**config.mk**
```make
export PLATFORM = sky130hd
export DESIGN_NAME = motor_motion_sequencer
export DESIGN_NICKNAME = d
export VERILOG_FILES = /design/src/rtl/motor_pkg.sv /design/src/rtl/motion_ramp_tick.sv /design/src/rtl/motor_motion_sequencer.sv
export SDC_FILE = /design/constraint.sdc
export NUM_CORES = 1
export LEC_CHECK = 0
export BUFFER_PORTS_ARGS = -buffer_cell sky130_fd_sc_hd__buf_2
export CORE_MARGIN = 5
export CORE_UTILIZATION = 60
export DETAILED_ROUTE_END_ITERATION = 12
export GPL_ROUTABILITY_DRIVEN = 0
export GPL_TIMING_DRIVEN = 0
export PLACE_DENSITY_LB_ADDON = 0.15
export SLEW_MARGIN = 0
export SYNTH_ARGS = -nofsm -noshare
export SYNTH_HDL_FRONTEND = slang
export SYNTH_HIERARCHICAL = 1
export SYNTH_SLANG_ARGS = --single-unit
```
**constraint.sdc**
```tcl
create_clock -name i_clk -period 5.75 [get_ports i_clk]
set_clock_uncertainty 0.05 [all_clocks]
set_input_delay 0 -clock i_clk [delete_from_list [all_inputs] [get_ports i_clk]]
set_output_delay 0 -clock i_clk [all_outputs]
set_load 0.005 [all_outputs]
```
**src/rtl/motor_pkg.sv**
```systemverilog
`default_nettype none
// ============================================================================
//  Module   : motor_pkg
//  Purpose  : Types and defaults shared by the motor control blocks
//             (motion sequencer, PWM generator, encoder decoder).
//  Contents : motor_state_t - sequencer state encoding (3 bits)
//             DUTY_W_DEF / POS_W_DEF - default duty and position widths
//             is_motion() - true for the states that actively drive the bridge
//  Revision : 1.0 - initial release
// ============================================================================
package motor_pkg;

  localparam int DUTY_W_DEF = 8;
  localparam int POS_W_DEF  = 16;

  typedef enum logic [2:0] {
    ST_IDLE   = 3'd0,
    ST_DEAD   = 3'd1,
    ST_ACCEL  = 3'd2,
    ST_CRUISE = 3'd3,
    ST_DECEL  = 3'd4,
    ST_FAULT  = 3'd5
  } motor_state_t;

  function automatic logic is_motion(input motor_state_t s);
    return (s != ST_IDLE) && (s != ST_FAULT);
  endfunction

endpackage
`default_nettype wire

```
**src/rtl/motion_ramp_tick.sv**
```systemverilog
`default_nettype none
// ============================================================================
//  Module   : motion_ramp_tick
//  Purpose  : Ramp prescaler. Counts 0..RAMP_DIV-1 and emits a one-clock
//             tick on the wrap cycle. A synchronous clear restarts the
//             count and masks the tick in the same cycle.
//  Ports    : i_clk   - system clock
//             i_rst_n - asynchronous active-low reset
//             i_clr   - synchronous restart of the prescaler
//             o_tick  - one-clock ramp tick
//  Revision : 1.0 - initial release
// ============================================================================
module motion_ramp_tick #(
  parameter int RAMP_DIV = 256
) (
  input  logic i_clk,
  input  logic i_rst_n,
  input  logic i_clr,
  output logic o_tick
);

  localparam int                c_cnt_w = $clog2(RAMP_DIV);
  localparam logic [c_cnt_w-1:0] c_last = c_cnt_w'(RAMP_DIV - 1);

  logic [c_cnt_w-1:0] r_cnt;

  always_ff @(posedge i_clk or negedge i_rst_n) begin
    if (!i_rst_n) begin
      r_cnt <= '0;
    end else if (i_clr || (r_cnt == c_last)) begin
      r_cnt <= '0;
    end else begin
      r_cnt <= r_cnt + 1'b1;
    end
  end

  assign o_tick = (r_cnt == c_last) && !i_clr;

endmodule
`default_nettype wire

```
**src/rtl/motor_motion_sequencer.sv**
```systemverilog
`default_nettype none
// ============================================================================
//  Module   : motor_motion_sequencer
//  Purpose  : Closed-loop move sequencer between the register file and the
//             PWM/H-bridge datapath: trapezoidal duty ramp, dead-time on
//             reversal, overshoot correction and stall fault.
//  Ports    : i_clk, i_rst_n (async, active-low)
//             i_enable        - 0 aborts motion and holds IDLE
//             i_cmd_valid / o_cmd_ready, i_cmd_target, i_cmd_max_duty
//             i_enc_count, i_enc_step - quadrature decoder position / edge pulse
//             i_clear_fault   - leaves FAULT
//             o_duty, o_dir, o_brake - registered bridge drive
//             o_busy, o_done, o_stall_fault - status
//  Revision : 1.0 - initial release
// ============================================================================
module motor_motion_sequencer
  import motor_pkg::*;
#(
  parameter int DUTY_W    = DUTY_W_DEF,
  parameter int POS_W     = POS_W_DEF,
  parameter int RAMP_DIV  = 256,
  parameter int RAMP_STEP = 4,
  parameter int MIN_DUTY  = 16,
  parameter int DECEL_WIN = 64,
  parameter int TOL       = 2,
  parameter int DEADTIME  = 32,
  parameter int STALL_CYC = 65535
) (
  input  logic              i_clk,
  input  logic              i_rst_n,
  input  logic              i_enable,
  input  logic              i_cmd_valid,
  output logic              o_cmd_ready,
  input  logic [POS_W-1:0]  i_cmd_target,
  input  logic [DUTY_W-1:0] i_cmd_max_duty,
  input  logic [POS_W-1:0]  i_enc_count,
  input  logic              i_enc_step,
  input  logic              i_clear_fault,
  output logic [DUTY_W-1:0] o_duty,
  output logic              o_dir,
  output logic              o_brake,
  output logic              o_busy,
  output logic              o_done,
  output logic              o_stall_fault
);

  localparam int                  c_dead_w     = $clog2(DEADTIME + 1);
  localparam logic [c_dead_w-1:0] c_dead_last  = c_dead_w'(DEADTIME - 1);
  localparam int                  c_stall_w    = $clog2(STALL_CYC + 1);
  localparam logic [c_stall_w-1:0] c_stall_last = c_stall_w'(STALL_CYC - 1);
  localparam logic [POS_W:0]      c_tol        = (POS_W+1)'(TOL);
  localparam logic [POS_W:0]      c_decel_win  = (POS_W+1)'(DECEL_WIN);
  localparam logic [DUTY_W:0]     c_step       = (DUTY_W+1)'(RAMP_STEP);
  localparam logic [DUTY_W:0]     c_dn_floor   = (DUTY_W+1)'(MIN_DUTY + RAMP_STEP);
  localparam logic [DUTY_W-1:0]   c_min        = DUTY_W'(MIN_DUTY);

  motor_state_t          r_state;
  motor_state_t          r_state_d;
  logic [POS_W-1:0]      r_target;
  logic [DUTY_W-1:0]     r_max_duty;
  logic                  r_pending;
  logic [c_dead_w-1:0]   r_dead_cnt;
  logic [c_stall_w-1:0]  r_stall_cnt;
  logic [DUTY_W-1:0]     r_duty;
  logic                  r_dir;
  logic                  r_brake;
  logic                  r_done;

  logic [POS_W:0]        w_err;
  logic [POS_W:0]        w_aerr;
  logic                  w_want_dir;
  logic                  w_cmd_ready;
  logic                  w_cmd_acc;
  logic                  w_stall;
  logic                  w_tick;
  logic                  w_ramp_clr;
  logic [DUTY_W:0]       w_duty_up;
  logic [DUTY_W-1:0]     w_duty_acc;
  logic [DUTY_W-1:0]     w_duty_dec;

  // Sign-extended one bit so target - position never wraps.
  assign w_err      = {r_target[POS_W-1], r_target} - {i_enc_count[POS_W-1], i_enc_count};
  assign w_aerr     = w_err[POS_W] ? (~w_err + 1'b1) : w_err;
  assign w_want_dir = !w_err[POS_W] && (w_err != '0);

  assign w_cmd_ready = (r_state == ST_IDLE) && i_enable;
  assign w_cmd_acc   = i_cmd_valid && w_cmd_ready;

  // Fires on the clock the counter would reach STALL_CYC.
  assign w_stall = (r_stall_cnt == c_stall_last) && !i_enc_step && (r_duty != '0);

  // Ramp saturates at the move ceiling going up and clamps at the floor going down.
  assign w_duty_up  = {1'b0, r_duty} + c_step;
  assign w_duty_acc = (w_duty_up >= {1'b0, r_max_duty}) ? r_max_duty : w_duty_up[DUTY_W-1:0];
  assign w_duty_dec = ({1'b0, r_duty} <= c_dn_floor) ? c_min : (r_duty - c_step[DUTY_W-1:0]);

  // Prescaler restarts on every state entry.
  assign w_ramp_clr = (r_state != r_state_d);

  motion_ramp_tick #(
    .RAMP_DIV (RAMP_DIV)
  ) u_ramp_tick (
    .i_clk   (i_clk),
    .i_rst_n (i_rst_n),
    .i_clr   (w_ramp_clr),
    .o_tick  (w_tick)
  );

  always_ff @(posedge i_clk or negedge i_rst_n) begin
    if (!i_rst_n) begin
      r_stall_cnt <= '0;
    end else if (i_enc_step || (r_duty == '0)) begin
      r_stall_cnt <= '0;
    end else begin
      r_stall_cnt <= r_stall_cnt + 1'b1;
    end
  end

  always_ff @(posedge i_clk or negedge i_rst_n) begin
    if (!i_rst_n) begin
      r_state    <= ST_IDLE;
      r_state_d  <= ST_IDLE;
      r_target   <= '0;
      r_max_duty <= '0;
      r_pending  <= 1'b0;
      r_dead_cnt <= '0;
      r_duty     <= '0;
      r_dir      <= 1'b0;
      r_brake    <= 1'b1;
      r_done     <= 1'b0;
    end else begin
      r_state_d <= r_state;
      r_done    <= 1'b0;
      if (!i_enable && (r_state != ST_FAULT)) begin
        r_state   <= ST_IDLE;
        r_duty    <= '0;
        r_brake   <= 1'b1;
        r_pending <= 1'b0;
      end else begin
        case (r_state)
          ST_IDLE: begin
            if (w_cmd_acc) begin
              r_target   <= i_cmd_target;
              r_max_duty <= i_cmd_max_duty;
              r_pending  <= 1'b1;
            end else if (r_pending) begin
              // Latched target is evaluated the clock after acceptance.
              r_pending <= 1'b0;
              if (w_aerr <= c_tol) begin
                r_done <= 1'b1;
              end else if (w_want_dir != r_dir) begin
                r_state    <= ST_DEAD;
                r_dead_cnt <= '0;
                r_brake    <= 1'b0;
              end else begin
                r_state <= ST_ACCEL;
                r_brake <= 1'b0;
              end
            end
          end
          ST_DEAD: begin
            if (r_dead_cnt == c_dead_last) begin
              r_dir   <= w_want_dir;
              r_state <= ST_ACCEL;
            end else begin
              r_dead_cnt <= r_dead_cnt + 1'b1;
            end
          end
          ST_ACCEL, ST_CRUISE, ST_DECEL: begin
            if (w_stall) begin
              r_state <= ST_FAULT;
              r_duty  <= '0;
              r_brake <= 1'b1;
            end else if (w_aerr <= c_tol) begin
              r_state <= ST_IDLE;
              r_duty  <= '0;
              r_brake <= 1'b1;
              r_done  <= 1'b1;
            end else if (w_want_dir != r_dir) begin
              // Overshoot: cut drive immediately and reverse through dead-time.
              r_state    <= ST_DEAD;
              r_duty     <= '0;
              r_dead_cnt <= '0;
            end else if ((r_state != ST_DECEL) && (w_aerr <= c_decel_win)) begin
              r_state <= ST_DECEL;
            end else if (r_state == ST_ACCEL) begin
              if (r_duty == r_max_duty) begin
                r_state <= ST_CRUISE;
              end else if (w_tick) begin
                r_duty <= w_duty_acc;
              end
            end else if ((r_state == ST_DECEL) && w_tick) begin
              r_duty <= w_duty_dec;
            end
          end
          ST_FAULT: begin
            if (i_clear_fault) begin
              r_state <= ST_IDLE;
            end
          end
          default: begin
            r_state <= ST_IDLE;
            r_duty  <= '0;
            r_brake <= 1'b1;
          end
        endcase
      end
    end
  end

  assign o_cmd_ready   = w_cmd_ready;
  assign o_duty        = r_duty;
  assign o_dir         = r_dir;
  assign o_brake       = r_brake;
  assign o_done        = r_done;
  assign o_busy        = is_motion(r_state);
  assign o_stall_fault = (r_state == ST_FAULT);

endmodule
`default_nettype wire

```
After elaboration in Yosys (flattened, before gate mapping)

Cells that the tools add are included.

Register bits: 72
Input port bits: 46
Output and inout port bits: 14

Add/sub/neg operators: 7
$lt $le $gt $ge: 4
Eq/ne operators: 31
Mux-type cells: 52
Bitwise operators: 2
Reductions and logical operators: 32

Operator list:

| cell                    | number |
|---|---|
| $mux W8                 | 12 |
| $mux W3                 | 12 |
| $mux W6                 | 6 |
| $ne A7 B7 Y1 const B    | 5 |
| $pmux W6 S3             | 1 |
| $add A17 B1 Y17 const B | 1 |
| $le A17 B2 Y1 const B   | 1 |
| $le A17 B7 Y1 const B   | 1 |
| $mux W17                | 1 |
| $not A17 Y17            | 1 |
| $reduce_bool A17 Y1     | 1 |
| $sub A16 B16 Y17        | 1 |
| $add A16 B1 Y16 const B | 1 |
| $eq A16 B16 Y1 const B  | 1 |
| $mux W16                | 1 |
| $pmux W8 S2             | 1 |
| $mux W1                 | 14 |
| $ne A3 B3 Y1 const B    | 4 |
| $pmux W3 S4             | 1 |
| $logic_and A1 B1 Y1     | 10 |
| $reduce_and A5 Y1       | 2 |
| $add A8 B3 Y9 const B   | 1 |
| $ge A9 B8 Y1            | 1 |
| $ne A3 B2 Y1 const B    | 3 |
| 32 further kinds        | 45 |

Depth between registers and ports, before layout

Word-level depth: 12
Mapped depth: 17
Mapped depth without buffers: 15

Cells and area by module

Netlist, hierarchy kept.

By module, submodules not included:

| module                 | instances | cells each | area each (um^2) | sequential area each (um^2) |
|---|---|---|---|---|
| motor_motion_sequencer | 1         | 609        | 5,248.8          | 1,602.8 |
| motion_ramp_tick       | 1         | 38         | 385.4            | 200.2 |

Least setup slack after synthesis

No wires, ideal clock.

Path kind: register -> register
From: register r_target[0]
To: register r_duty[2], in the netlist o_duty[2]
Arrival time: 4.028 ns
Data required time: 5.574 ns
Path slack: 1.546 ns
Cell stages (with the launch flop): 17
Buffers on the path: 1
Period minus slack after synthesis: 4.204 ns
Cells stage by stage: dfrtp_1 inv_1 ha_1 fa_1 nand2b_1 a211oi_1 o21ai_0 a221oi_4 nand4b_1 a2111oi_0 o211ai_1 a21o_1 nor4b_4 o22ai_4 and2_0 buf_2 a221o_1

Cells in the longest elaborated chain, start to end: 9
Elaborated cells between the ends (all ways): 21
Those cells by class: add/sub (2); order compare (2); eq/ne (5); mux (6); bitwise (1); reduce/logical (5)

RTL lines:

| element                                                | RTL line                                                     | RTL |
|---|---|---|
| start, declared                                        | motor_motion_sequencer.sv:59                                 | `logic [POS_W-1:0] r_target;` |
| start signal, assigned                                 | motor_motion_sequencer.sv:143                                | `r_target <= i_cmd_target;` |
| $sub A16 B16 Y17 (*)                                   | motor_motion_sequencer.sv:82                                 | `assign w_err = {r_target[POS_W-1], r_target} - {i_enc_count[POS_W-1], i_enc_count};` |
| $not A17 Y17 (tied with other cells)                   | motor_motion_sequencer.sv:83                                 | `assign w_aerr = w_err[POS_W] ? (~w_err + 1'b1) : w_err;` |
| $add A17 B1 Y17 or $logic_and A1 B1 Y1 (tied branches) | motor_motion_sequencer.sv:83, motor_motion_sequencer.sv:84   |  |
| $mux W17 or $ne A1 B1 Y1 (tied branches)               | motor_motion_sequencer.sv:83, motor_motion_sequencer.sv:179  |  |
| $le A17 B2 Y1 or $mux W8 (tied branches)               | motor_motion_sequencer.sv:174, motor_motion_sequencer.sv:179 |  |
| $mux W8                                                | motor_motion_sequencer.sv:174                                | `end else if (w_aerr <= c_tol) begin` |
| $mux W8                                                | motor_motion_sequencer.sv:170                                | `if (w_stall) begin` |
| $pmux W8 S2                                            | motor_motion_sequencer.sv:140                                | `case (r_state)` |
| $mux W8                                                | motor_motion_sequencer.sv:134                                | `if (!i_enable && (r_state != ST_FAULT)) begin` |
| end signal, assigned                                   | motor_motion_sequencer.sv:190                                | `r_duty <= w_duty_acc;` |
| end signal, assigned                                   | motor_motion_sequencer.sv:193                                | `r_duty <= w_duty_dec;` |
| end, declared                                          | motor_motion_sequencer.sv:64                                 | `logic [DUTY_W-1:0] r_duty;` |

Every way passes the cells marked *; elsewhere a longest branch is shown, timed or not.
A chain may end at the register's enable or synchronous reset.

Worst setup path after layout

From: register r_target[0]
To: register r_duty[1], in the netlist o_duty[1]

The elaborated chain is that of the path after synthesis.

==> metrics.csv <==
metric;value;unit
dp_hpwl;10330;µm
synth_top_area_cell;dfrtp_1;
drt_iter0_markers;320;
grt_pass1_wl;23740;µm
finalMaxSlewViolations;0;
clockRootBuffer;clkbuf_8;
cp-start-kind;flip-flop;
die_w;106.9;µm
status;completed;
synth.distinct_cells;79;
synth_cells;647;
post_cts_buffers;0;
worst_setup_path_end_kind;flip-flop;
leakagePower;2.901;nW
min_path_type;in2reg;
crit_type;reg2reg;
fmax;198.7;MHz
synth_commonest_cells;dfrtp_1 (71), nor2_1 (55), nand2_1 (52);
avgSynthCellArea;8.708;µm²
clockBufferDepth;2;
drive_gt1_share;16.26;%
numPortBuffers;58;
cts_buffers;9;
final_nets;822;
seq_area_frac_synth;32.00;%
grt_max_degree;73;
grt_pass1_vias;5130;
antenna_cells;0;
synthTopCellsByArea;dfrtp_1 (32%), ha_1 (7.6%), mux2_2 (5.2%), nor2_1 (3.7%), nand2_1 (3.5%);
drt_first_pass_iters;7;
gr-total-overflow;0;
worstHoldPathCells;5;
syn_area;5634;µm²
synth_top_area_share;31.53;%
crit_required;5.99;ns
die_h;106.9;µm
cts_tree;done;
fin_cells;855;
peakVddDrop;0.2614;mV
cts.clk_slew.worst_paths;0.07;ns
synth-edff-count;0;
yosysMostFrequentCell;dfrtp_1;
die-area;11430;µm²
core.rowCount;35;
clock_latency;0.35;ns
placedCellCount;816;
setup_viol;0;
tns;0;ns
vias_per_cell;6.173;
area_delta_synth_final;15.21;%
finalCritPeriodShare;87.52;%
slew-limit-headroom;40.80;%
ys_ff_latch;72;
async_flop_share;100.0;%
syn_nets;728;
finalWirelength;14060;µm
ys_warn_count;6;
critPathMaxFanout;8;
worst_pin_slew;0.8812;ns
core_area;9196;µm²
reg2reg_depth;15;
cts_sinks;72;
p_per_area;454.9;nW/µm²
cap_viol_max_count;0;
drt.antenna.violating_nets;0;
cts_resized;0;
drc;0;
synth-main-ff-cell;dfrtp_1;
htree_levels;3;
initial_core_util;61.27;%
crit_arrival;5.27;ns
antenna_found_initial;0;
grt_usage;25.17;%
routedWlPerCell;16.45;µm
ctsHoldBuffers;25;
route.vias.total;5278;
hold_viol;0;
pin_count;60;
grt_setup_unrepaired;false;
post-route-min-period;5.032;ns
[final timing paths]
path                       slack [ns]                    to        start
min                              0.05               o_brake  i_cmd_valid
max reg2reg                      0.72             o_duty[1]  r_target[0]
max                              0.72             o_duty[1]  r_target[0]
max in group asynchronous        4.81       r_stall_cnt[12]      i_rst_n
min in group asynchronous        0.25  u_ramp_tick/r_cnt[7]      i_rst_n
min reg2reg                      0.38          r_state_d[0]   r_state[0]
[metal layers]
| metal | GRT usage [%] | up-vias | part of all wire, % |
|---|---|---|---|
| met2 | 43.35 | 185 | 50 |
| met1 | 32.96 | 2493 | 43 |
| met3 | 4.335 | 29 | 5.6 |
| met4 | 6.210 | 0 | 1.2 |
| li1 | - | 2571 | - |
| met5 | 0 | - | 0 |
[flip-flops by register name, indices dropped and copies added, names as in the netlist]
signal and count:
o_brake 1, r_state_d 3, r_dead_cnt 6, r_pending 1, o_duty 8, o_dir 1, r_stall_cnt 16, u_ramp_tick/r_cnt 8
o_done 1, r_target 16, r_state 3, r_max_duty 8
[report_power, final]
part	leakage, nW	switching (mW)	internal, mW
registers	0.940	0.0984	0.630
clock network	0.0880	0.196	0.195
logic	1.87	1.09	0.742
[kinds of logic after synthesis]
kind of cell,Yosys count,synth area share (%)
AO/OA/AOI/OAI,171,21.88
AND/OR/NAND/NOR,235,21.56
flip-flops,72,32.00
XOR/XNOR,39,6.063
adder cells (fa/ha/maj),35,7.906
buffers and inverters,63,4.330
multiplexers,32,6.263
[critical path: stages, from the launching register on]
cell and delay [ns]:
dfrtp_1 0.35, inv_1 0.05, ha_1 0.20, fa_1 0.42
nand2b_1 0.22, a211oi_1 0.48, o21ai_0 0.28, a32oi_4 0.32
o2111ai_1 0.23, nor3_1 0.37, a31oi_1 0.18, xor2_1 0.26
or3_4 0.44, nor3_1 0.68, nor3b_1 0.27, mux2_2 0.18
[stage by stage]
stage | power [mW] | instance area (µm²) | worst slack (ns) | hold WS, ns | utilization (%)
detailed placement | 2.511 | 6066 | 0.9299 | 0.1365 | 65.96
floorplan | 2.120 | 5634 | 1.546 | -0.3456 | -
global route | 3.194 | 6491 | 0.3690 | 0.1074 | 70.59
CTS | 2.928 | 6491 | 0.8530 | 0.03902 | 70.59
finish | 2.953 | 6491 | 0.7178 | 0.05410 | 70.59
global placement | 2.426 | 6063 | 1.000 | 0.1824 | 65.93
[layout make-up]
| cell class | instances | area [µm²] |
|---|---|---|
| Timing Repair Buffer | 83 | 543.0 |
| Fill cell | 746 | 2705 |
| Buffer | 20 | 82.58 |
| Clock buffer | 10 | 127.6 |
| Inverter | 43 | 161.4 |
| Clock inverter | 4 | 47.55 |
| Multi-Input combinational cell | 512 | 3587 |
| Sequential cell | 72 | 1803 |
| Tap cell | 111 | 138.9 |
[placed cells by master (no fill, tap or decap), types with 7 or more instances in the layout]
master          n
dfrtp_1        71
nand2_1        52
nor2_1         55
a21o_1         14
xnor2_1        19
nand2b_1        9
and3_1          9
o31ai_1         7
clkbuf_8        9
o21ai_0        37
inv_1          43
nand4_1        14
clkbuf_1       15
o211ai_1        9
mux2_2         26
a21oi_1        28
nor3_1         21
xor2_1         20
nand3_1        22
dlygate4sd3_1  25
or3_1           9
a31oi_1         9
buf_2          59
ha_1           34
and2_1          7
Note: power is estimated with default switching activity, not from simulation.
